**src/rtl/cordic_pkg.sv**
```systemverilog
// Shared CORDIC constants: arctangent table (turn = 2^32), guard bits,
// and rounding of a table entry to the phase width in use.
package cordic_pkg;

   localparam int GUARD = 2;

   // round(atan(2^-i) / 2pi * 2^32)
   function automatic logic [31:0] atan_turn(input int i);
      case (i)
         0:       return 32'h20000000;
         1:       return 32'h12E4051E;
         2:       return 32'h09FB385B;
         3:       return 32'h051111D4;
         4:       return 32'h028B0D43;
         5:       return 32'h0145D7E1;
         6:       return 32'h00A2F61E;
         7:       return 32'h00517C55;
         8:       return 32'h0028BE53;
         9:       return 32'h00145F2F;
         10:      return 32'h000A2F98;
         11:      return 32'h000517CC;
         12:      return 32'h00028BE6;
         13:      return 32'h000145F3;
         14:      return 32'h0000A2FA;
         15:      return 32'h0000517D;
         16:      return 32'h000028BE;
         17:      return 32'h0000145F;
         18:      return 32'h00000A30;
         19:      return 32'h00000518;
         20:      return 32'h0000028C;
         21:      return 32'h00000146;
         22:      return 32'h000000A3;
         23:      return 32'h00000051;
         24:      return 32'h00000029;
         25:      return 32'h00000014;
         26:      return 32'h0000000A;
         27:      return 32'h00000005;
         28:      return 32'h00000003;
         29:      return 32'h00000001;
         30:      return 32'h00000001;
         default: return 32'h00000000;
      endcase
   endfunction

   // Table entry rounded (half up) to zw bits; result right-aligned.
   function automatic logic [31:0] cordic_const(input int i, input int zw);
      logic [32:0] r;
      if (zw >= 32) return atan_turn(i);
      r = ({1'b0, atan_turn(i)} + (33'd1 << (31 - zw))) >> (32 - zw);
      return r[31:0];
   endfunction

endpackage

```
**src/rtl/cordic_pipe_if.sv**
```systemverilog
// Sample bus of the CORDIC pipe: input vector/phase/mode and result.
interface cordic_pipe_if #(
   parameter int bitwidth = 16,
   parameter int zwidth   = 16
);
   logic                       in_valid;
   logic                       mode;
   logic signed [bitwidth-1:0] xi;
   logic signed [bitwidth-1:0] yi;
   logic [zwidth-1:0]          zi;
   logic                       out_valid;
   logic                       mode_o;
   logic signed [bitwidth+1:0] xo;
   logic signed [bitwidth+1:0] yo;
   logic [zwidth-1:0]          zo;

   modport master (
      output in_valid, mode, xi, yi, zi,
      input  out_valid, mode_o, xo, yo, zo
   );

   modport slave (
      input  in_valid, mode, xi, yi, zi,
      output out_valid, mode_o, xo, yo, zo
   );
endinterface

```
**src/rtl/cordic_pipe_iter.sv**
```systemverilog
// One registered CORDIC micro-rotation. Direction comes from z in rotation
// mode and from the sign of y in vectoring mode; valid/mode ride along.
module cordic_iter #(
   parameter int          W      = 18,
   parameter int          zwidth = 16,
   parameter int          shift  = 0,
   parameter logic [31:0] angle  = 32'h0
) (
   input  logic                clock,
   input  logic                reset,
   input  logic                enable,
   input  logic                in_valid,
   input  logic                mode,
   input  logic signed [W-1:0] x,
   input  logic signed [W-1:0] y,
   input  logic [zwidth-1:0]   z,
   output logic                out_valid,
   output logic                mode_o,
   output logic signed [W-1:0] xo,
   output logic signed [W-1:0] yo,
   output logic [zwidth-1:0]   zo
);

   localparam logic [zwidth-1:0] C = angle[zwidth-1:0];

   logic signed [W-1:0] x_sh;
   logic signed [W-1:0] y_sh;
   logic                d_pos;

   assign x_sh  = x >>> shift;
   assign y_sh  = y >>> shift;
   // d = +1: rotation with z >= 0, or vectoring with y < 0
   assign d_pos = mode ? y[W-1] : ~z[zwidth-1];

   // Micro-rotation register; holds entirely while enable is low
   always_ff @(posedge clock) begin
      if (reset) begin
         out_valid <= 1'b0;
         mode_o    <= 1'b0;
         xo        <= '0;
         yo        <= '0;
         zo        <= '0;
      end else if (enable) begin
         out_valid <= in_valid;
         mode_o    <= mode;
         if (d_pos) begin
            xo <= x - y_sh;
            yo <= y + x_sh;
            zo <= z - C;
         end else begin
            xo <= x + y_sh;
            yo <= y - x_sh;
            zo <= z + C;
         end
      end
   end

endmodule

```
**src/rtl/cordic_pipe.sv**
```systemverilog
// Fully pipelined CORDIC: quadrant pre-rotation register followed by
// 'stages' micro-rotations. Rotation or vectoring selectable per sample.
module cordic_pipe
   import cordic_pkg::*;
#(
   parameter int bitwidth = 16,
   parameter int zwidth   = 16,
   parameter int stages   = 12
) (
   input  logic          clock,
   input  logic          reset,
   input  logic          enable,
   cordic_pipe_if.slave  bus
);

   localparam int W = bitwidth + GUARD;

   logic signed [W-1:0] x_ext;
   logic signed [W-1:0] y_ext;
   logic                flip;

   logic                p_vld;
   logic                p_mode;
   logic signed [W-1:0] p_x;
   logic signed [W-1:0] p_y;
   logic [zwidth-1:0]   p_z;

   logic                vld_pipe  [0:stages];
   logic                mode_pipe [0:stages];
   logic signed [W-1:0] x_pipe    [0:stages];
   logic signed [W-1:0] y_pipe    [0:stages];
   logic [zwidth-1:0]   z_pipe    [0:stages];

   // Guard bits make negation of the most negative input exact
   assign x_ext = {{GUARD{bus.xi[bitwidth-1]}}, bus.xi};
   assign y_ext = {{GUARD{bus.yi[bitwidth-1]}}, bus.yi};

   // Rotate by 180 deg when the angle is outside +/-90 deg (rotation)
   // or the vector lies in the left half-plane (vectoring)
   assign flip = bus.mode ? bus.xi[bitwidth-1]
                          : (bus.zi[zwidth-1] ^ bus.zi[zwidth-2]);

   // Pre-rotation register
   always_ff @(posedge clock) begin
      if (reset) begin
         p_vld  <= 1'b0;
         p_mode <= 1'b0;
         p_x    <= '0;
         p_y    <= '0;
         p_z    <= '0;
      end else if (enable) begin
         p_vld  <= bus.in_valid;
         p_mode <= bus.mode;
         p_x    <= flip ? -x_ext : x_ext;
         p_y    <= flip ? -y_ext : y_ext;
         p_z    <= {bus.zi[zwidth-1] ^ flip, bus.zi[zwidth-2:0]};
      end
   end

   assign vld_pipe[0]  = p_vld;
   assign mode_pipe[0] = p_mode;
   assign x_pipe[0]    = p_x;
   assign y_pipe[0]    = p_y;
   assign z_pipe[0]    = p_z;

   for (genvar i = 0; i < stages; i++) begin : g_stage
      cordic_iter #(
         .W      (W),
         .zwidth (zwidth),
         .shift  (i),
         .angle  (cordic_const(i, zwidth))
      ) u_iter (
         .clock     (clock),
         .reset     (reset),
         .enable    (enable),
         .in_valid  (vld_pipe[i]),
         .mode      (mode_pipe[i]),
         .x         (x_pipe[i]),
         .y         (y_pipe[i]),
         .z         (z_pipe[i]),
         .out_valid (vld_pipe[i+1]),
         .mode_o    (mode_pipe[i+1]),
         .xo        (x_pipe[i+1]),
         .yo        (y_pipe[i+1]),
         .zo        (z_pipe[i+1])
      );
   end

   assign bus.out_valid = vld_pipe[stages];
   assign bus.mode_o    = mode_pipe[stages];
   assign bus.xo        = x_pipe[stages];
   assign bus.yo        = y_pipe[stages];
   assign bus.zo        = z_pipe[stages];

endmodule

```
**src/flat_wrapper.sv**
```systemverilog
// flat-port wrapper written by rule: the top's interface ports become plain ports
module cordic_pipe_flat import cordic_pkg::*;
#(
   parameter int bitwidth = 16,
   parameter int zwidth   = 16,
   parameter int stages   = 12
)
  (clock, reset, enable, bus_in_valid, bus_mode, bus_xi, bus_yi, bus_zi, bus_out_valid, bus_mode_o, bus_xo, bus_yo, bus_zo);
  cordic_pipe_if #(.bitwidth(bitwidth), .zwidth(zwidth)) bus_i ();
  input  logic clock;
  input  logic reset;
  input  logic enable;
  input wire logic [$bits(bus_i.in_valid)-1:0] bus_in_valid;
  input wire logic [$bits(bus_i.mode)-1:0] bus_mode;
  input wire logic [$bits(bus_i.xi)-1:0] bus_xi;
  input wire logic [$bits(bus_i.yi)-1:0] bus_yi;
  input wire logic [$bits(bus_i.zi)-1:0] bus_zi;
  output wire logic [$bits(bus_i.out_valid)-1:0] bus_out_valid;
  output wire logic [$bits(bus_i.mode_o)-1:0] bus_mode_o;
  output wire logic [$bits(bus_i.xo)-1:0] bus_xo;
  output wire logic [$bits(bus_i.yo)-1:0] bus_yo;
  output wire logic [$bits(bus_i.zo)-1:0] bus_zo;
  assign bus_i.in_valid = bus_in_valid;
  assign bus_i.mode = bus_mode;
  assign bus_i.xi = bus_xi;
  assign bus_i.yi = bus_yi;
  assign bus_i.zi = bus_zi;
  assign bus_out_valid = bus_i.out_valid;
  assign bus_mode_o = bus_i.mode_o;
  assign bus_xo = bus_i.xo;
  assign bus_yo = bus_i.yo;
  assign bus_zo = bus_i.zo;
  cordic_pipe #(.bitwidth(bitwidth), .zwidth(zwidth), .stages(stages)) u_core (.clock(clock), .reset(reset), .enable(enable), .bus(bus_i));
endmodule
```
**config.mk**
```make
export PLATFORM = sky130hd
export DESIGN_NAME = cordic_pipe_flat
export DESIGN_NICKNAME = d
export VERILOG_FILES = /design/src/rtl/cordic_pkg.sv /design/src/rtl/cordic_pipe_if.sv /design/src/rtl/cordic_pipe_iter.sv /design/src/rtl/cordic_pipe.sv /design/src/flat_wrapper.sv
export SDC_FILE = /design/constraint.sdc
export NUM_CORES = 2
export LEC_CHECK = 0
export ABC_AREA = 1
export BUFFER_PORTS_ARGS = -buffer_cell sky130_fd_sc_hd__buf_2
export CAP_MARGIN = 0
export CORE_ASPECT_RATIO = 0.8
export CORE_UTILIZATION = 50
export CTS_CLUSTER_DIAMETER = 200
export DETAILED_ROUTE_END_ITERATION = 8
export GPL_TIMING_DRIVEN = 0
export PLACE_DENSITY = 0.74
export SYNTH_ARGS = -nofsm -noshare
export SYNTH_HDL_FRONTEND = slang
export SYNTH_SLANG_ARGS = --single-unit
```
**constraint.sdc**
```tcl
create_clock -name clock -period 5.58 [get_ports clock]
set_clock_uncertainty 0.2 [all_clocks]
set_input_delay 0.837 -clock clock [delete_from_list [all_inputs] [get_ports clock]]
set_output_delay 0.837 -clock clock [all_outputs]
set_load 0.1 [all_outputs]
```
# Word level (Yosys, flattened, before mapping)
# Index checks and enable logic that the tools add are counted.
# word_totals
reg_bits	702
latch_bits	0
mem_bits_rw	0
romBits	0
inputBits	53
n_memories	0
# op_classes
n_addsub	73
n_mul	0
n_div	0
order_cmp	0
n_eq_ne	0
shifts	0
n_mux	51
bitwise	14
reduce_logical	0
# ops
op	n
18-bit 2-to-1 mux	26
16-bit 2-to-1 mux	12
18-bit by 10-bit adder with 18-bit output	2
18-bit by 11-bit adder with 18-bit output	2
18-bit by 12-bit adder with 18-bit output	2
18-bit by 13-bit adder with 18-bit output	2
18-bit by 14-bit adder with 18-bit output	2
18-bit by 15-bit adder with 18-bit output	2
18-bit by 16-bit adder with 18-bit output	2
18-bit by 17-bit adder with 18-bit output	2
18-bit by 7-bit adder with 18-bit output	2
18-bit by 8-bit adder with 18-bit output	2
18-bit by 9-bit adder with 18-bit output	2
16-bit negator with 18-bit output	2
18-bit by 10-bit subtractor with 18-bit output	2
18-bit by 11-bit subtractor with 18-bit output	2
18-bit by 12-bit subtractor with 18-bit output	2
18-bit by 13-bit subtractor with 18-bit output	2
18-bit by 14-bit subtractor with 18-bit output	2
18-bit by 15-bit subtractor with 18-bit output	2
18-bit by 16-bit subtractor with 18-bit output	2
18-bit by 17-bit subtractor with 18-bit output	2
18-bit subtractor	2
18-bit by 7-bit subtractor with 18-bit output	2
30 further kinds	56

# Longest topological paths before layout
# logic_depth
ltp_word	3
mapped_depth	24

# Hierarchy
# Synthesis repeated with hierarchy kept, for this count alone.
# unflattened
hier_cells	11092
area_unflattened_um2	66826.6
# modules_own_cells
mod	n_inst	cells_per_inst	area_per_inst_um2	seq_area_each_um2
cordic_iter (u_core.g_stage[2].u_iter)	1	917	5505.3	1081.0
cordic_iter (u_core.g_stage[3].u_iter)	1	921	5490.3	1081.0
cordic_iter (u_core.g_stage[4].u_iter)	1	903	5471.5	1081.0
cordic_iter (u_core.g_stage[1].u_iter)	1	893	5352.6	1081.0
cordic_iter (u_core.g_stage[7].u_iter)	1	890	5297.6	1081.0
cordic_iter (u_core.g_stage[6].u_iter)	1	881	5288.8	1081.0
cordic_iter (u_core.g_stage[11].u_iter)	1	876	5280.1	1081.0
cordic_iter (u_core.g_stage[5].u_iter)	1	874	5271.3	1081.0
cordic_iter (u_core.g_stage[10].u_iter)	1	877	5256.3	1081.0
cordic_iter (u_core.g_stage[8].u_iter)	1	880	5237.5	1081.0
cordic_iter (u_core.g_stage[9].u_iter)	1	848	5144.9	1081.0
cordic_iter (u_core.g_stage[0].u_iter)	1	847	5117.4	1061.0
cordic_pipe	1	485	3113.0	1081.0

# Worst setup path after synthesis
# No wires, ideal clock.
# synth_path
path_type	register -> register
startpoint	register u_core.g_stage[9].u_iter.xo[10]
endpoint	register u_core.g_stage[10].u_iter.yo[17]
arrival_ps	2894
required_ps	5271
path_slack_ps	2377
stages_incl_launch_ff	24
period_less_slack_ps	3203
cell_sequence	dfxtp_1 -> inv_1 -> ha_1 -> inv_1 -> nor3_1 -> inv_1 -> nor3_1 -> inv_1 -> nor3_1 -> inv_1 -> ha_1 -> nand2_1 -> nand2_1 -> inv_1 -> ha_1 -> nand2_1 -> nor2_1 -> nand4_1 -> o21ai_0 -> nand2_1 -> nand3_1 -> nand3_1 -> nand2_1 -> inv_1
# synth_via
elab_chain_cells	2
elab_cells_between_ends	3
classes_between	add/sub: 2; mux: 1
# synth_rtl
item	line	source
start: declaration	cordic_pipe_iter.sv:19	output logic signed [W-1:0] xo,
start signal: assignment	cordic_pipe_iter.sv:47	xo <= x - y_sh;
start signal: assignment	cordic_pipe_iter.sv:51	xo <= x + y_sh;
18-bit by 8-bit subtractor with 18-bit output / 18-bit by 8-bit adder with 18-bit output (equally long branches)	cordic_pipe_iter.sv:52, cordic_pipe_iter.sv:48	
18-bit 2-to-1 mux (*)	cordic_pipe_iter.sv:46	if (d_pos) begin
end signal: assignment	cordic_pipe_iter.sv:48	yo <= y + x_sh;
end signal: assignment	cordic_pipe_iter.sv:52	yo <= y - x_sh;
end: declaration	cordic_pipe_iter.sv:20	output logic signed [W-1:0] yo,
# Every way passes the cells marked *; elsewhere a longest branch is shown, timed or not.
# A chain may end at the register's enable or synchronous reset.

# Worst setup path after layout
# layout_path
startpoint	register u_core.g_stage[2].u_iter.yo[17]
endpoint	register u_core.g_stage[3].u_iter.xo[9]
# layout_via
elab_chain_cells	2
# layout_rtl
item	line	source
start: declaration	cordic_pipe_iter.sv:20	
start signal: assignment	cordic_pipe_iter.sv:48	
start signal: assignment	cordic_pipe_iter.sv:52	
1-bit 2-to-1 mux	cordic_pipe_iter.sv:33	assign d_pos = mode ? y[W-1] : ~z[zwidth-1];
18-bit 2-to-1 mux	cordic_pipe_iter.sv:46	
end signal: assignment	cordic_pipe_iter.sv:47	
end signal: assignment	cordic_pipe_iter.sv:51	
end: declaration	cordic_pipe_iter.sv:19	
# No other way between the ends.

==> flow_summary.ini <==
[synthesis]
yosysSeqAreaShare_pct = 22.4
avgSynthCellArea_sq_um = 6.29
syn_nets = 10700
yosysWarnings = 0
ys_ff_latch = 701
syn_inst = 9963
synthesis.area_sq_um = 62600
synth_cell_types = 58

[setup_path]
cp_max_fo = 20
crit_cells = 16
critical_path.most_common_cell = nor2_1
crit_slowest_cell = o21ai_0
ff2ff_path_depth = 16
crit_chain = inv_2 > a21oi_2 > a21oi_2 > inv_2 > buf_2 > nor2_1 > xor2_1 > ha_1 > nand2_1 > nor2_1 > nand3_1 > nand3_1 > nor2_1 > o21ai_0 > o211ai_1 > inv_1
slowest_delay_ns = 1.01
start_kind = flop
crit_family = compound AO/OA/AOI/OAI gates
critPathRequiredTime_ns = 6.02
crit_buf_inv = 4
critical_path_arrival_ns = 5.29
critPathKind = flop to flop
endpoint_kind = flop

[status]
outcome = finished with violations
violations = capacitance limit, slew limit

[clock_tree]
clk_pin_slew_ns = 0.06
hold_buffers = 0
clock_sinks = 701
cts_setup_buffers = 0
cts_made_buffers = 82
clockBufferDepth = 3
cts_tree = yes
clkLatencyLatePin_ns = 0.72
cts_max_level = 3
cts_resized = 0
cts_root_buffer = clkbuf_16

[global_routing]
antenna_found_initial = 18
grt_start_max_net_pins = 23
grt_overflow_total = 0
grt_pass1_vias = 61100
grt_pass1_wl_um = 387000
grt_usage_pct = 40.8

[die]
rows = 115
coreArea_sq_um = 124000
boundaryPins = 107
die_h_um = 319
die_x_um = 398
initial_core_util_pct = 50.7
die_area_sq_um = 127000

[route]
drtAntennaViolNets = 0
wl_um = 266000
vias = 67600
drt_iter0_markers = 8211
firstDrtPassIters = 9
wl_per_cell_um = 22.4
via_per_inst = 5.70
route.detailed.drc = 0

[timing]
fin_setup_tns_ns = 0
drv_slew = 55
tightest_slew_ns = 1.64
max_freq_ghz = 0.206
slew_headroom_pct = -9.00
finalHoldViolCount = 0
period_share_pct = 86.9
rsz0062_at_grt = false
setup_viol = 0
min_period_ns = 4.85

[hold_path]
whs_path_depth = 3
worst_hold_path_type = input pin to flop

[place]
gp_congestion = 1.03
dp_hpwl_um = 216000
dp.cells = 11700
io_buffers = 105

[power_and_ir_drop]
peakVddDrop_mv = 0.326
powerDensity_nw_per_um2 = 582
leakage_nw = 37.0

[cells_and_area]
nFillCells = 12600
area_delta_synth_final_pct = 8.85
final_cells = 11900
drive_gt1_share_pct = 4.12
nets = 10900
layout_common_cells = nand2_1, inv_1, nor2_1, a21oi_1, o21ai_0
final_common_cell = nand2_1

[run]
cap_viol_max_count = 6
## where the power goes
part	internal [W]	total, W	switching (W)
clock	0.00346	0.00598	0.00252
combinational	0.00821	0.0261	0.0179
sequential	0.00621	0.00760	0.00139
## per-layer routing
metal  routed length (um)  global-route usage (%)
met1               119000                    58.4
met5                   27                       0
met4                 9540                    13.5
met3                31900                    10.9
met2               105000                    58.2
## through the flow
stage	utilization [%]	total power [W]	setup WS [ns]	hold WS, ns	cell area [sq um]
floorplan	-	0.0252	2.38	0.232	62600
global placement	52.8	0.0326	0.356	0.261	65200
detailed placement	52.8	0.0329	0.879	0.265	65300
CTS	55.2	0.0389	0.786	0.221	68200
global route	55.2	0.0427	0.579	0.238	68200
finish	55.2	0.0397	0.731	0.262	68200
## tightest hold or removal path: cells and delay by family
kind                   cells  cell delay (ns)
and+or+nand+nor            2             0.15
buffers and inverters      1             0.13
## cells by family after synthesis
| kind of cell | share of synthesized area [%] |
|---|---|
| AO/OA/AOI/OAI | 19.0 |
| XOR/XNOR | 7.28 |
| adder cells (fa/ha/maj) | 13.3 |
| buffers and inverters | 11.9 |
| flip-flops | 22.4 |
| multiplexers | 0.0160 |
| AND/OR/NAND/NOR | 26.1 |
## cell usage after synthesis (all sizes together)
cell,instances,area [sq um]
a211oi,2,15.0
a21boi,23,173
a21o,82,616
a21oi,886,4440
a2bb2oi,1,8.76
a31o,2,17.5
a31oi,89,557
and2,8,50.1
and3,3,18.8
buf,125,601
clkbuf,160,601
clkinv,4,15.0
dfxtp,701,14000
fa,37,741
ha,609,7620
inv,1655,6210
mux2i,1,10.0
nand2,1814,6830
nand2b,1,6.26
nand3,567,2840
nand3b,31,233
nand4,71,444
nor2,1256,4740
nor3,193,991
nor3b,3,22.5
nor4,10,62.6
o211ai,70,526
o21a,11,82.6
o21ai,899,4550
o21bai,77,578
o221ai,11,96.3
o22ai,4,25.0
o311ai,2,17.5
o31ai,23,173
o41ai,1,8.76
or2,20,125
xnor2,80,701
xor2,431,3860
## area by class of cell
type	instances	area, sq um	share of cell area (%)
Clock buffer	103	2300	3.38
Inverter	1659	6230	9.14
Tap cell	1638	2050	3.01
Timing Repair Buffer	109	588	0.862
Sequential cell	701	14000	20.6
Antenna cell	2	5.00	0.00734
Multi-Input combinational cell	7318	41200	60.4
Clock inverter	44	591	0.866
Buffer	285	1210	1.77
## state kept, by name (all words and copies together) (netlist names)
register	flops
u_core.p_y	18
u_core.p_mode	1
u_core.g_stage.u_iter.out_valid	12
u_core.g_stage.u_iter.yo	215
u_core.p_z	16
u_core.g_stage.u_iter.xo	216
u_core.p_vld	1
u_core.g_stage.u_iter.zo	192
u_core.p_x	18
u_core.g_stage.u_iter.mode_o	12
## worst paths after layout
| path | from | endpoint | slack [ns] |
|---|---|---|---|
| worst max register to register | u_core.g_stage[2].u_iter.yo[17] | u_core.g_stage[3].u_iter.xo[9] | 0.73 |
| worst min-delay path | bus_in_valid | u_core.p_vld | 0.26 |
| worst max-delay path | u_core.g_stage[2].u_iter.yo[17] | u_core.g_stage[3].u_iter.xo[9] | 0.73 |
| worst min register to register | u_core.p_z[4] | u_core.g_stage[0].u_iter.zo[4] | 0.28 |
No activity file was read; power rests on OpenSTA's default activity.
